<file path="config.mk">
export PLATFORM = sky130hd
export DESIGN_NAME = sdpram_rd_arbiter
export DESIGN_NICKNAME = d
export VERILOG_FILES = /design/src/rtl/sdpram_rd_arbiter.sv
export SDC_FILE = /design/constraint.sdc
export NUM_CORES = 1
export LEC_CHECK = 0
export ABC_AREA = 0
export BUFFER_PORTS_ARGS = -buffer_cell sky130_fd_sc_hd__buf_4
export CAP_MARGIN = 20
export CORE_AREA = 4 4 64 66
export CTS_CLUSTER_SIZE = 30
export DETAILED_ROUTE_END_ITERATION = 10
export DIE_AREA = 0 0 68 70
export GPL_ROUTABILITY_DRIVEN = 0
export GPL_TIMING_DRIVEN = 0
export PLACE_DENSITY = 0.83
export SYNTH_ARGS = -nofsm -noshare
export SYNTH_HDL_FRONTEND = slang
export SYNTH_SLANG_ARGS = --single-unit
</file>
<file path="constraint.sdc">
create_clock -name clk -period 3.8 [get_ports clk]
set_clock_uncertainty 0.1 [all_clocks]
set_input_delay 0.57 -clock clk [delete_from_list [all_inputs] [get_ports clk]]
set_output_delay 0.57 -clock clk [all_outputs]
set_load 0.02 [all_outputs]
</file>
<file path="src/rtl/sdpram_rd_arbiter.sv">
// Round-robin arbiter sharing one SDP RAM read port among NumReq requesters.
// Each issued read carries its requester index down a tag pipeline sized to
// the RAM read latency, so the returning data is strobed to the right client.
module sdpram_rd_arbiter #(
    parameter int NumReq       = 2,
    parameter int AddrBusWidth = 32,
    parameter int DataBusWidth = 32,
    parameter int ReadLatency  = 1
) (
    input  logic                             clk,
    input  logic                             rst,
    input  logic                             hold,
    input  logic [NumReq-1:0]                req_valid,
    output logic [NumReq-1:0]                req_ready,
    input  logic [NumReq*AddrBusWidth-1:0]   req_addr,
    output logic [NumReq-1:0]                rsp_valid,
    output logic [DataBusWidth-1:0]          rsp_data,
    output logic                             ram_re,
    output logic [AddrBusWidth-1:0]          ram_addr,
    input  logic [DataBusWidth-1:0]          ram_rdata
);
    localparam int IdxW = (NumReq > 1) ? $clog2(NumReq) : 1;

    logic [IdxW-1:0]         ptr;
    logic [IdxW-1:0]         grant_idx;
    logic                    hs;
    logic [AddrBusWidth-1:0] addr_arr [NumReq];
    logic                    last_vld;
    logic [IdxW-1:0]         last_idx;

    // Per-requester address unpack, one-hot grant and one-hot response strobe.
    // Response strobes are masked by reset so nothing leaks out while rst is low.
    for (genvar i = 0; i < NumReq; i++) begin : g_req
        assign addr_arr[i]  = req_addr[i*AddrBusWidth +: AddrBusWidth];
        assign req_ready[i] = hs && (grant_idx == IdxW'(i));
        assign rsp_valid[i] = rst && last_vld && (last_idx == IdxW'(i));
    end

    // Scan upward from the priority pointer; first valid requester wins.
    always_comb begin
        int j;
        j         = 0;
        hs        = 1'b0;
        grant_idx = '0;
        if (rst && !hold) begin
            for (int k = 0; k < NumReq; k++) begin
                j = (int'(ptr) + k) % NumReq;
                if (!hs && req_valid[j]) begin
                    hs        = 1'b1;
                    grant_idx = IdxW'(j);
                end
            end
        end
    end

    assign ram_re   = hs;
    assign ram_addr = hs ? addr_arr[grant_idx] : '0;

    // Pointer moves just past the winner, wrapping at NumReq-1.
    always_ff @(posedge clk) begin
        if (!rst) begin
            ptr <= '0;
        end else if (hs) begin
            ptr <= (grant_idx == IdxW'(NumReq-1)) ? '0 : grant_idx + 1'b1;
        end
    end

    if (ReadLatency == 0) begin : g_lat0
        // Zero-latency RAM: the response is the handshake itself.
        assign last_vld = hs;
        assign last_idx = grant_idx;
    end else begin : g_latn
        logic [ReadLatency-1:0]           vld_pipe;
        logic [ReadLatency-1:0][IdxW-1:0] idx_pipe;

        // Tag shift register; advances every cycle since responses cannot stall.
        always_ff @(posedge clk) begin
            if (!rst) begin
                vld_pipe <= '0;
                idx_pipe <= '0;
            end else begin
                vld_pipe[0] <= hs;
                idx_pipe[0] <= grant_idx;
                for (int s = 1; s < ReadLatency; s++) begin
                    vld_pipe[s] <= vld_pipe[s-1];
                    idx_pipe[s] <= idx_pipe[s-1];
                end
            end
        end

        assign last_vld = vld_pipe[ReadLatency-1];
        assign last_idx = idx_pipe[ReadLatency-1];
    end

    assign rsp_data = (|rsp_valid) ? ram_rdata : '0;

endmodule

</file>
# Word-level counts from Yosys, hierarchy flattened
# Index checks and enable logic that the tools add are counted.
# W data, S select, Z words.
# totals
ff_bits	3
# classes
reduce_logical	10
n_mux	18
addsub	2
magnitude_cmp	3
bitwise_logic	4
# op_table
op	n
$mux W32	5
$mux W1	13
$logic_and A1 B1 Y1	7
$lt A2 B3 Y1 const B	1
$add A1 B1 Y1 const B	2
$ge A2 B2 Y1 const B	1
$logic_not A1 Y1	2
$lt A1 B2 Y1 const B	1
$not A1 Y1	2
$not A1 Y2	1
$reduce_or A2 Y1	1
$and A1 B1 Y1 const A	1

# Depth between registers and ports, before layout
# Gate-level depths: netlist (run 1).
# depth
word_depth	13
depth_mapped	4

# Worst setup path after synthesis (run 1)
# Ideal clock, no wire load.
# synth_path
kind	input to output
from	input hold
to	output ram_addr[22]
n_path_buf	1
required_ns	3.130
slack_ns	1.641
arrival_ns	1.489
cell_stages	4
path_cell_list	nand2b_4 -> a211oi_4 -> buf_6 -> a22o_1
# synth_via
elab_chain_len	8
word_cells_on_any_way	9
# synth_lines
item	line_no	rtl
start: declaration	12	input logic hold,
$logic_not A1 Y1 (*)	45	if (rst && !hold) begin
$logic_and A1 B1 Y1 (*)	45	
$mux W1	45	
$not A1 Y2 (implied by the code)	57	assign ram_addr = hs ? addr_arr[grant_idx] : '0;
$mux W32 (implied by the code) (3 in series)	57	
$mux W32 (*)	57	
end: declaration	19	output logic [AddrBusWidth-1:0] ram_addr,
# Mark *: on every way between the ends. The rest lies on a longest branch, timed or not. The select of a mux whose other input is x is not followed.

# Worst setup path in the final report (run 1)
# layout_path
from	input req_valid[0]
to	output ram_addr[14]
# layout_via
elab_chain_len	13
word_cells_on_any_way	19
# layout_lines
item	line_no	rtl
start: declaration	13	input logic [NumReq-1:0] req_valid,
$mux W1 (implied by the code) (2 in series)	48	if (!hs && req_valid[j]) begin
$mux W1	48	
$mux W1	45	
$logic_not A1 Y1	48	
$logic_and A1 B1 Y1	48	
$mux W1	48	
$mux W1	45	
$not A1 Y2 (implied by the code)	57	
$mux W32 (implied by the code) (3 in series)	57	
$mux W32 (*)	57	
# Marks and branches as above.

==> summary.md, run 1 <==
### Detailed routing
- 0 — DRC Markers
- 13.6 um — WL per Instance
- 4.26 mm — Routed Wire Length
- 0 — number of nets still failing antenna checks after routing
- 4 — iteration count of the initial detailed-routing pass
- 1418 — DR vias
- 39 — iteration-0 DRC count of the detailed router
- 4.52 — Vias per Instance

### STA
- 72.7% — Relative slew margins
- 417 MHz — Achievable Freq
- 2400 ps — crit path time final
- 409 ps — transition time at the pin with the least slew margin
- 0 — Hold Fails Final Rpt
- no — unrepaired setup endpoints after global routing
- 0 — final max-slew violation count
- 0 ps — Total Neg Setup Slack
- 63.1% — share of the clock period used by the worst path
- 0 — final setup violation count

### Setup path
- buf_4 > nor2b_1 > nor3b_4 > buf_2 > a22o_2 > buf_4 — cells along the critical path
- buf_4 — library cell appearing most often on the critical path
- buffers and inverters — Top delay family on crit path
- 3 — number of buffers and inverters on the critical path
- primary output — Worst Setup End Kind
- 1730 ps — crit path DAT
- 300 ps — largest stage delay on the critical path
- 3130 ps — Crit path required time
- primary input — Critical Path Start Type
- nor3b_4 — cell at the slowest stage of the critical path
- 10 — Worst Path Max Fanout
- in2out — worst setup path category

### Cells and area
- 79.7% — layout cells sized above 1
- 178% — area growth from synthesis to final layout
- 2120 um2 — Finished Cell Area
- 0 — antenna fix cells
- 368 — post-layout net count

### Power
- 0.190 mV — worst-case vdd ir drop
- 1.29 nW — Static Leakage
- 138 nW/um2 — power per cell area

### CTS
- 0 — Post-CTS Repair Setup Buffers
- 3 — Sink Count
- 0 — Post-CTS Hold Fix Bufs
- 2 — Max Root-Sink Buffers
- yes — clock tree from TritonCTS
- 0 — quantity of gates resized following cts
- 1 — H-Tree Depth
- 230 ps — worst-skew pair later-pin latency
- clkbuf_4 — cell at the root of the clock tree
- 3 — TritonCTS buffer count
- 40 ps — clock input transition at the sequential cells of the worst setup and hold paths

### Synthesis
- 762 um2 — area of the mapped netlist
- 3 — number of storage elements in the synthesis netlist
- 0% — fraction of synthesis flops using an asynchronous set or reset pin
- 18 — number of library cell types mapped by synthesis
- 194 — total nets after synthesis
- 7.88% — register area share after synthesis
- 0 — number of flops mapped to enable cells by yosys
- dfxtp_1 — most common flop cell mapped by yosys
- 0 — Yosys warning count
- 93 — instance count of the mapped netlist
- 8.19 um2 — Mapped Avg Cell Area

### Floorplanning
- 170 — count of pins on the block boundary
- 22 — standard-cell rows
- 3580 um2 — core region area
- 68 um — die width
- 21.3% — starting density of the core
- 4760 um2 — floorplan die area
- 70 um — Die H

### Global routing
- 0 — total global routing overflow
- 11 — pin count of the biggest net entering global routing
- 0 — antenna violations before repair
- 6.13 mm — global-route wire length before repair
- 15.8% — global-route usage over all layers
- 1387 — vias in the first global route

### Worst hold path
- reg2reg — path type of the worst min-delay path

### Run status
- finished, final reports clean — status

### Job
- 0 — max-capacitance violation count

### Place
- 169 — IO Port Bufs
- 3.73 mm — HPWL after detailed placement
- 2090 um2 — placed inst area

-- synth_stat cells (2+ instances only) --
| cell | count | area share (%) |
|---|---|---|
| and3_1 | 28 | 23 |
| dfxtp_1 | 3 | 7.9 |
| a22o_2 | 26 | 34 |
| buf_6 | 3 | 4.4 |
| and3_2 | 5 | 4.9 |
| nand2_1 | 2 | 0.99 |
| buf_4 | 2 | 2.0 |
| clkbuf_1 | 6 | 3.0 |
| a22o_1 | 6 | 6.9 |
| nor2_1 | 4 | 2.0 |
-- worst min-delay path, delay by kind of cell, from the launching register on --
kind             cells  cell delay [ps]
flip-flops           1              330
AND/OR/NAND/NOR      1               70
AO/OA/AOI/OAI        1               50
-- logic make-up (layout without fill, tap and decap cells) --
| logic type | after synthesis | count (layout) | synth area share, % |
|---|---|---|---|
| buffers and inverters | 13 | 186 | 10.5 |
| AND/OR/NAND/NOR | 43 | 43 | 36.9 |
| flip-flops | 3 | 3 | 7.88 |
| AO/OA/AOI/OAI | 34 | 34 | 44.7 |
-- sequential cells by signal, summed over array words and instances (netlist names) --
| register | flops |
|---|---|
| g_latn.idx_pipe | 1 |
| g_latn.vld_pipe | 1 |
| ptr | 1 |
-- per-layer routing --
layer | part of all wire (%) | up-vias | global-route usage (%)
li1 | - | 716 | -
met1 | 36 | 619 | 17.2
met2 | 53 | 83 | 30.5
met3 | 11 | 0 | 3.86
met4 | 0 | 0 | 1.32
met5 | 0 | - | 0
-- cells in the final DEF, fill, tap and decap left out, drive strengths merged --
cell type  synthesis  final
dfxtp              3      3
inv                1      1
o21bai             1      1
clkbuf             6     10
nand2b             1      1
nor3b              2      2
nand2              2      2
buf                6    175
a211oi             1      1
nor2               4      4
and3              33     33
nor2b              1      1
a22o              32     32
-- power by group --
part / internal [W] / switching (W) / total, W
Clock: 0.0000394 / 0.0000171 / 0.0000565
Combinational: 0.000120 / 0.0000809 / 0.000201
Sequential: 0.0000334 / 0.00000193 / 0.0000354
-- stage by stage --
| stage | total power (W) | instances | util [%] | hold slack (ps) | setup slack (ps) |
|---|---|---|---|---|---|
| global route | 0.000315 | 314 | 59.2 | 446 | 1310 |
| floorplan | 0.000114 | 93 | - | 378 | 1640 |
| global placement | 0.000236 | 310 | 58.4 | 395 | 1370 |
| finish | 0.000293 | 314 | 59.2 | 407 | 1400 |
| detailed placement | 0.000238 | 310 | 58.4 | 410 | 1390 |
| CTS | 0.000297 | 314 | 59.2 | 415 | 1380 |
-- area by class of cell --
type | instances | area (um2)
Clock buffer | 4 | 26.3
Timing Repair Buffer | 169 | 1270
Multi-Input combinational cell | 77 | 622
Sequential cell | 3 | 60.1
Inverter | 1 | 3.75
Fill cell | 358 | 1460
Tap cell | 48 | 60.1
Buffer | 12 | 76.3
-- final timing paths --
path | from | endpoint | slack (ps) | depth (start not counted)
setup / recovery | req_valid[0] | ram_addr[14] | 1400 | 6
hold reg to reg | ptr$_SDFFE_PN0P_ | ptr$_SDFFE_PN0P_ | 410 | 2
hold / removal | ptr$_SDFFE_PN0P_ | ptr$_SDFFE_PN0P_ | 410 | 2
setup reg to reg | ptr$_SDFFE_PN0P_ | ptr$_SDFFE_PN0P_ | 2590 | 3
Power figures use the tool's default switching activity.
==> run 2: changes to the inputs <==
CORE_AREA = unset   (was 4 4 64 66)
CORE_MARGIN = 4   (was unset)
CORE_UTILIZATION = 23   (was unset)
DIE_AREA = unset   (was 0 0 68 70)
PLACE_DENSITY = 0.87   (was 0.83)
clock period = 2.35 ns   (was 3.8 ns; I/O delays follow)
==> run 2 against run 1 <==
- count of clock-buffer cells in the layout stayed put
- largest power group unchanged
- core utilization up 8.9 points
- register-to-register slack got worse by 1500 ps
- die area shrank 9.7%
- critical endpoint unchanged
==> summary.md, run 2 (synthesis results as in run 1) <==
### CTS
- 40 ps — clock input transition at the sequential cells of the worst setup and hold paths, about the same
- yes — clock tree from TritonCTS
- 2 — Max Root-Sink Buffers, unchanged
- 3 — Sink Count, unchanged
- clkbuf_4 — cell at the root of the clock tree
- 1 — H-Tree Depth, unchanged
- 0 — Post-CTS Repair Setup Buffers, unchanged
- 240 ps — worst-skew pair later-pin latency, about the same
- 0 — quantity of gates resized following cts, unchanged
- 0 — Post-CTS Hold Fix Bufs, unchanged
- 3 — TritonCTS buffer count, unchanged

### Detailed routing
- 4.55 mm — Routed Wire Length, +6.9%
- 1.64 mm — wl on met1, +8.1%
- 1441 — DR vias, +1.6%
- 0 — DRC Markers, unchanged
- 14.7 um — WL per Instance, +8.3%
- 0 — number of nets still failing antenna checks after routing, unchanged
- 393 um — routed length on met3, -17%
- 4 — iteration count of the initial detailed-routing pass, unchanged
- met4 — highest layer used for signal routing
- 4.65 — Vias per Instance, +2.9%
- 36 — iteration-0 DRC count of the detailed router, -7.7%
- 2.42 mm — metal2 WL, +6.7%

### STA
- 2110 ps — crit path time final
- no — unrepaired setup endpoints after global routing
- 0 — final max-slew violation count, unchanged
- 71.3% — Relative slew margins, -1.4 points
- 429 ps — transition time at the pin with the least slew margin, +20.3 ps
- 0 ps — Total Neg Setup Slack, unchanged
- 0 — Hold Fails Final Rpt, unchanged
- 0 — final setup violation count, unchanged
- 89.8% — share of the clock period used by the worst path
- 474 MHz — Achievable Freq

### Setup path
- 1900 ps — Crit path required time, -1230 ps
- register — Critical Path Start Type
- ptr$_SDFFE_PN0P_ — reg-to-reg endpoint
- 3 — worst-case reg-to-reg path depth, unchanged
- ram_addr[14] — capturing instance or port of the critical path
- 1660 ps — crit path DAT, -70 ps
- dfxtp_1 — cell at the slowest stage of the critical path
- 10 — Worst Path Max Fanout, unchanged
- ptr$_SDFFE_PN0P_ — launch instance of the worst register-to-register path
- reg2out — worst setup path category
- primary output — Worst Setup End Kind
- ptr$_SDFFE_PN0P_ — source of the critical timing path
- 1120 ps — register-to-register path setup slack, -1470 ps
- 390 ps — largest stage delay on the critical path, +90 ps
- nor2b_1 > nor3b_4 > buf_2 > a22o_2 > buf_4 — cells along the critical path

### Cells and area
- 79.7% — layout cells sized above 1, unchanged
- g_latn.idx_pipe x1, g_latn.vld_pipe x1, ptr x1 — largest registers ranked by flip-flop count
- 68.1% — post-layout util, +8.9 points
- 2110 um2 — Finished Cell Area, -0.24%
- 310 — number of standard cells in the layout, taps in and fillers out, -1.3%
- buf_4 (171), and3_1 (28), a22o_2 (26) — top library cells by usage in the layout, fill and taps aside
- 368 — post-layout net count, unchanged
- buf_4 — most common cell after layout, fill and taps aside
- 276 — number of filler cells placed in the layout, -23%
- 0 — antenna fix cells, unchanged
- 177% — area growth from synthesis to final layout

### Power
- 0.222 mV — worst-case vdd ir drop, +17%
- 225 nW/um2 — power per cell area, +63%
- 1.29 nW — Static Leakage, unchanged
- 34.4% — switching share of power, +0.29 points
- 0.000312 W — cell-internal power, +62%
- 68.5% — relative contribution of combinational cells to total power, about the same
- 19.5% — part of the total power dissipated in the clock network, +0.2 points
- 0.000164 W — net switching power, +64%
- 12.1% — sequential power share, about the same
- 0.000476 W — post-layout total power, +62%

### Global routing
- 1445 — vias in the first global route, +4.2%
- 19.6% — global-route usage over all layers, +3.9 points
- 0 — antenna violations before repair, unchanged
- 0 — total global routing overflow, unchanged
- 11 — pin count of the biggest net entering global routing, unchanged
- 6.76 mm — global-route wire length before repair, +10%

### Place
- 306 — cell total after placement, -1.3%
- 2090 um2 — placed inst area, -0.24%
- 3.94 mm — HPWL after detailed placement, +5.6%
- 169 — IO Port Bufs, unchanged

### Run status
- finished, final reports clean — status

### Floorplanning
- 65.6 um — Die H, -6.3%
- 170 — count of pins on the block boundary, unchanged
- 20 — standard-cell rows, -9.1%
- 4300 um2 — floorplan die area, -9.7%
- 24.6% — starting density of the core, +3.3 points
- 3100 um2 — core region area, -13%
- 65.6 um — die width, -3.6%

### Job
- 0 — max-capacitance violation count, unchanged

### Worst hold path
- in2reg — path type of the worst min-delay path

## run 2: cell counts in the layout (fill, tap and decap cells not counted)
No cell type changed its count.
## run 2: metal layers
metal  track usage (%)  vias to the layer above
met3              5.30                       12
met4              5.96                        0
met2              36.5                       79
met5                 0                        -
li1                  -                      716
met1              21.4                      634
## run 2: power groups by stage
stage                     clock network [W]  registers (W)  logic (W)
after global placement                    0      0.0000581   0.000323
after CTS                         0.0000957      0.0000573   0.000328
after floorplan                           0      0.0000573   0.000127
final                             0.0000926      0.0000574   0.000326
after detailed placement                  0      0.0000582   0.000327
after global routing               0.000100      0.0000578   0.000349
## run 2: worst min path at each step
| stage | from | end | slack [ps] | depth (start not counted) |
|---|---|---|---|---|
| final | req_valid[0] | g_latn.vld_pipe$_SDFF_PN0_ | 260 | 3 |
| after CTS | req_valid[0] | g_latn.vld_pipe$_SDFF_PN0_ | 260 | 3 |
| after global placement | ptr$_SDFFE_PN0P_ | ptr$_SDFFE_PN0P_ | 390 | 2 |
| after floorplan | req_valid[1] | g_latn.vld_pipe$_SDFF_PN0_ | 380 | 2 |
| after detailed placement | ptr$_SDFFE_PN0P_ | ptr$_SDFFE_PN0P_ | 400 | 2 |
| after global routing | req_valid[0] | g_latn.vld_pipe$_SDFF_PN0_ | 290 | 3 |
## run 2: critical path: cells and delay by family, from the launching register on
family,cells,cell delay [ps]
buffers and inverters,2,410
AO/OA/AOI/OAI,1,180
flip-flops,1,390
AND/OR/NAND/NOR,2,440
## run 2: stage by stage
step           hold slack, ps  worst slack, ps
2_1_floorplan             378              626
3_3_place_gp              393              340
3_5_place_dp              400              345
4_1_cts                   257              230
5_1_grt                   293              111
6_report                  259              240
## run 2: final cells by class
cell class                      instances  area, um2  area share [%]
Buffer                                 12       76.3            3.61
Clock buffer                            4       26.3            1.24
Inverter                                1       3.75           0.178
Multi-Input combinational cell         77        622            29.4
Sequential cell                         3       60.1            2.84
Tap cell                               44       55.1            2.61
Timing Repair Buffer                  169       1270            60.1
